<file path="config.mk">
export PLATFORM = sky130hd
export DESIGN_NAME = inv_mix_columns_iter
export DESIGN_NICKNAME = d
export VERILOG_FILES = /design/src/rtl/inv_mix_columns_iter.sv
export SDC_FILE = /design/constraint.sdc
export NUM_CORES = 1
export LEC_CHECK = 0
export CAP_MARGIN = 5
export CORE_MARGIN = 3
export CORE_UTILIZATION = 25
export DETAILED_ROUTE_END_ITERATION = 8
export GPL_TIMING_DRIVEN = 0
export SYNTH_ARGS = -nofsm -noshare
export SYNTH_HDL_FRONTEND = slang
export SYNTH_SLANG_ARGS = --single-unit
</file>
<file path="constraint.sdc">
create_clock -name clk_i -period 4.2 [get_ports clk_i]
set_clock_uncertainty 0.15 [all_clocks]
set_input_delay 0.63 -clock clk_i [delete_from_list [all_inputs] [get_ports clk_i]]
set_output_delay 0.63 -clock clk_i [all_outputs]
set_load 0.01 [all_outputs]
</file>
<file path="src/rtl/inv_mix_columns_iter.sv">
// rtl/inv_mix_columns_iter.sv - Iterative AES InvMixColumns, COLS_PER_CYCLE_P columns per clock
// Handshake: v_i/ready_o in, v_o/yumi_i out; one state in flight at a time.
module inv_mix_columns_iter #(
    parameter int COLS_PER_CYCLE_P = 1
) (
    input  logic         clk_i,
    input  logic         reset_i,
    input  logic         v_i,
    output logic         ready_o,
    input  logic [127:0] block_i,
    output logic         v_o,
    input  logic         yumi_i,
    output logic [127:0] mixed_block_o
);

    generate
        if (!(COLS_PER_CYCLE_P == 1 || COLS_PER_CYCLE_P == 2 || COLS_PER_CYCLE_P == 4)) begin : g_bad_param
            $error("inv_mix_columns_iter: COLS_PER_CYCLE_P must be 1, 2 or 4");
        end
    endgenerate

    typedef enum logic [1:0] {IDLE, BUSY, DONE} state_t;

    localparam logic [1:0] LAST_COL = 2'(4 - COLS_PER_CYCLE_P);
    localparam logic [1:0] COL_STEP = 2'(COLS_PER_CYCLE_P);

    state_t         state_r, state_next;
    logic [1:0]     col_r;
    logic [127:0]   work_r, work_next;
    logic [1:0]     col_idx;

    function automatic logic [7:0] xtime(input logic [7:0] a);
        return {a[6:0], 1'b0} ^ (a[7] ? 8'h1b : 8'h00);
    endfunction

    function automatic logic [31:0] inv_col(input logic [31:0] col);
        logic [7:0] s [4];
        logic [7:0] x2 [4];
        logic [7:0] x4 [4];
        logic [7:0] x8 [4];
        logic [7:0] m9 [4];
        logic [7:0] mb [4];
        logic [7:0] md [4];
        logic [7:0] me [4];
        for (int i = 0; i < 4; i++) begin
            s[i]  = col[31-8*i -: 8];
            x2[i] = xtime(s[i]);
            x4[i] = xtime(x2[i]);
            x8[i] = xtime(x4[i]);
            m9[i] = x8[i] ^ s[i];
            mb[i] = x8[i] ^ x2[i] ^ s[i];
            md[i] = x8[i] ^ x4[i] ^ s[i];
            me[i] = x8[i] ^ x4[i] ^ x2[i];
        end
        return {me[0] ^ mb[1] ^ md[2] ^ m9[3],
                m9[0] ^ me[1] ^ mb[2] ^ md[3],
                md[0] ^ m9[1] ^ me[2] ^ mb[3],
                mb[0] ^ md[1] ^ m9[2] ^ me[3]};
    endfunction

    // col_r is always a multiple of the group size, so col_r+g never wraps inside a group
    always_comb begin
        work_next = work_r;
        col_idx   = '0;
        for (int g = 0; g < COLS_PER_CYCLE_P; g++) begin
            col_idx = col_r + 2'(g);
            work_next[{col_idx, 5'd0} +: 32] = inv_col(work_r[{col_idx, 5'd0} +: 32]);
        end
    end

    always_ff @(posedge clk_i) begin
        if (reset_i) state_r <= IDLE;
        else         state_r <= state_next;
    end

    always_comb begin
        state_next = state_r;
        case (state_r)
            IDLE:    if (v_i) state_next = BUSY;
            BUSY:    if (col_r == LAST_COL) state_next = DONE;
            DONE:    if (yumi_i) state_next = IDLE;
            default: state_next = IDLE;
        endcase
    end

    always_comb begin
        ready_o = (state_r == IDLE);
        v_o     = (state_r == DONE);
    end

    always_ff @(posedge clk_i) begin
        if (reset_i) begin
            col_r  <= '0;
            work_r <= '0;
        end else begin
            case (state_r)
                IDLE: if (v_i) begin
                    work_r <= block_i;
                    col_r  <= '0;
                end
                BUSY: begin
                    work_r <= work_next;
                    col_r  <= col_r + COL_STEP;
                end
                default: ;
            endcase
        end
    end

    assign mixed_block_o = work_r;

    yumi_needs_valid: assert property (@(posedge clk_i) disable iff (reset_i) !(yumi_i && !v_o));

endmodule
</file>
==> results.md, run 1 <==
* TNS Setup at 0 ns
* CTS tree: done
* Slew Limit Fails at 0
* GR Overflow Total at 0
* Tightest Hold Check Type: flop to flop
* Post-synth ARST share at 0%
* Largest net degree at the start of global routing at 17
* Top Layer Used: met5
* Compound-Gate Fraction of Synth Area at 16.32%
* Multiplexer area fraction after synthesis at 8.232%
* Clock slew at reported path FFs at 0.06 ns
* Final Util at 37.06%
* DRT iter0 DRCs at 1010
* Slew HR at 8.596%
* RSZ-0062 raised after global routing: no
* Post-synth EDFFs at 0
* Met3 WL at 4.201 mm
* VDD IR max at 0.5415 mV
* Met2 wire length at 21.29 mm
* Hold Path Stages at 2
* Sequential cell area fraction in the yosys report at 30.18%
* Peak Freq at 250.2 MHz
* Most frequent cells in the layout: 260 x clkdlybuf4s50_1, 132 x dfxtp_1, 105 x nor2_1
* Worst r2r path cells at 12
* Fin cells at 1650
* Die height at 193.1 microns
* H-tree depth at 4
* Mapped Cells at 908
* Worst slew pin tran at 1.371 ns
* Setup Fix Bufs, Post-CTS at 0
* Worst Path Max Fanout at 10
* Via Count at 8991
* Avg WL per Cell at 26.80 microns
* Port Buffers at 260
* Critical Path RT at 4.40 ns
* Sink Count at 132
* DR vias/cell at 5.449
* TritonCTS Buffers at 17
* Xor/xnor share of the synthesized area at 26.21%
* Total track usage at 23.19%
* Total iterations of the first detailed-routing run at 5
* Dpl hpwl at 33.57 mm
* PostCTS Resize Cnt at 0
* CP Launch Type: flop
* Crit end category: flop
* Core area at 0.03404 sq mm
* Yosys cell types at 42
* Commonest register cell after synthesis: dfxtp_1
* Residual antenna-violating net count after detailed routing at 0
* Drt drc at 0
* Initial cell density of the core at 25.72%
* Final Hold Fails at 0
* Fin crit share at 95.18%
* Min cycle time layout at 3.998 ns
* Final net count at 1325
* # setup viols final at 0
* Row cnt at 67
* CP arrival at 4.19 ns
* Placed cell count at 1616
* DRT Wirelength at 44.21 mm
* Status: completed
* CTS max path bufs at 2
* # IOs at 262
* Synthesized area at 0.008755 sq mm
* Most common cell after layout, fill and taps aside: clkdlybuf4s50_1
* Share of cells above drive strength 1 at 9.575%
* Crit Path Category: flop to flop
* Adder-Cell Fraction of Synth Area at 0.5717%
* Hold Buf Count CTS at 0
* Routed met1 length at 16.81 mm
* Antenna violations before repair at 1
* Max-Cap Viols at 0
* Synthesized net count at 1044
* Yosys warns at 0
* Leak Pwr at 4.581 nW
* Post-Synth Simple-Gate Area at 13.55%
* Main combinational cell family by area after synthesis: XOR/XNOR gates
* Number of global-route vias before repair at 9039
* Syn Area/Cell at 9.642 sq um
* Total Power at 11.43 mW
* Die area at 0.03730 sq mm
* Die Wd at 193.1 microns
* Clk_lat worst skew at 0.44 ns
* First-pass GRT wire length at 61.78 mm
* Final RePlAce weighted congestion at 0.9355
* Area growth syn-to-layout at 44.06%
* CTS Root Cell: clkbuf_16
* Power Density at 906.2 mW/mm^2
* Post-synthesis register bit count at 132
==> cell type report <==
cell class,instances,area [sq um]
clock inverters,12,227.7
fillers,3475,21420
inverters,3,11.26
well taps,448,560.5
diodes,1,2.502
clock buffers,19,442.9
repair buffers,262,2618
flip-flops and latches,132,2643
plain buffers,88,420.4
multi-input cells,685,5687
==> per-layer routing <==
layer,vias up,track usage [%]
li1,3876,-
met1,4438,28.61
met2,563,38.40
met3,112,5.840
met4,2,10.18
met5,-,0
==> path summary, 6_finish.rpt <==
kind | start | to | slack, ns
setup / recovery | col_r[0] | mixed_block_o[76] | 0.20
hold / removal | mixed_block_o[116] | mixed_block_o[116] | 0.34
setup reg to reg | col_r[0] | mixed_block_o[76] | 0.20
hold reg to reg | mixed_block_o[116] | mixed_block_o[116] | 0.34
==> worst max-delay path, cell delays in order (launching register included) <==
cell and delay (ns):
dfxtp_1 0.38, buf_6 0.20, buf_6 0.20, buf_2 0.42
buf_2 0.34, inv_1 0.14, ha_1 0.25, nand2_1 0.10
a21o_1 0.11, clkbuf_1 0.48, clkbuf_1 0.78, a21oi_1 0.09
o32ai_1 0.24
==> where the power goes <==
| part | leakage, nW | switching [mW] | total (mW) | internal [mW] |
|---|---|---|---|---|
| logic | 3.17 | 4.48 | 8.10 | 3.62 |
| registers | 1.09 | 0.155 | 1.57 | 1.42 |
| clock network | 0.324 | 0.625 | 1.75 | 1.13 |
==> stage by stage <==
step	cell area (sq um)	setup slack, ns	hold WS (ns)
final	12610	0.2024	0.3365
after floorplan	8755	1.100	0.3494
after global placement	11920	0.2073	0.3170
after CTS	12590	0.1214	0.3351
after detailed placement	11920	0.1592	0.3266
after global routing	12610	0.1070	0.3574
==> logic make-up (layout without fill, tap and decap cells) <==
kind of cell,count (synthesis),in the layout
AO/OA/AOI/OAI,197,197
XOR/XNOR,181,181
adder cells (fa/ha/maj),4,4
buffers and inverters,91,384
flip-flops,132,132
multiplexers,32,32
other,0,1
AND/OR/NAND/NOR,271,271
==> state kept, by name (all words and copies together) (netlist names) <==
| name | flops |
|---|---|
| mixed_block_o | 128 |
| col_r | 2 |
| state_r | 2 |
==> synth_stat cells (6+ instances only) <==
| cell | instances | area share [%] |
|---|---|---|
| a21oi_1 | 31 | 1.8 |
| xnor2_1 | 101 | 10 |
| a211oi_1 | 21 | 1.8 |
| a31oi_1 | 28 | 2.0 |
| buf_2 | 6 | 0.34 |
| xor2_1 | 20 | 2.0 |
| xnor3_1 | 30 | 7.7 |
| mux4_2 | 32 | 8.2 |
| a221oi_1 | 52 | 5.2 |
| o21ai_0 | 24 | 1.4 |
| clkbuf_1 | 69 | 3.0 |
| and3_1 | 6 | 0.43 |
| buf_6 | 7 | 0.90 |
| nor2_1 | 105 | 4.5 |
| nor3_1 | 56 | 3.2 |
| a2bb2oi_1 | 20 | 2.0 |
| nand2_1 | 61 | 2.6 |
| xnor2_2 | 18 | 3.3 |
| dfxtp_1 | 132 | 30 |
| nand3_1 | 29 | 1.7 |
Note: power is estimated with default switching activity, not from simulation.
==> run 2, diff against run 1 <==
SKIP_CTS_REPAIR_TIMING = 1   (was not set)
==> results of run 2 <==
Same layout as run 1: the final DEF is identical, and so are final timing and power.
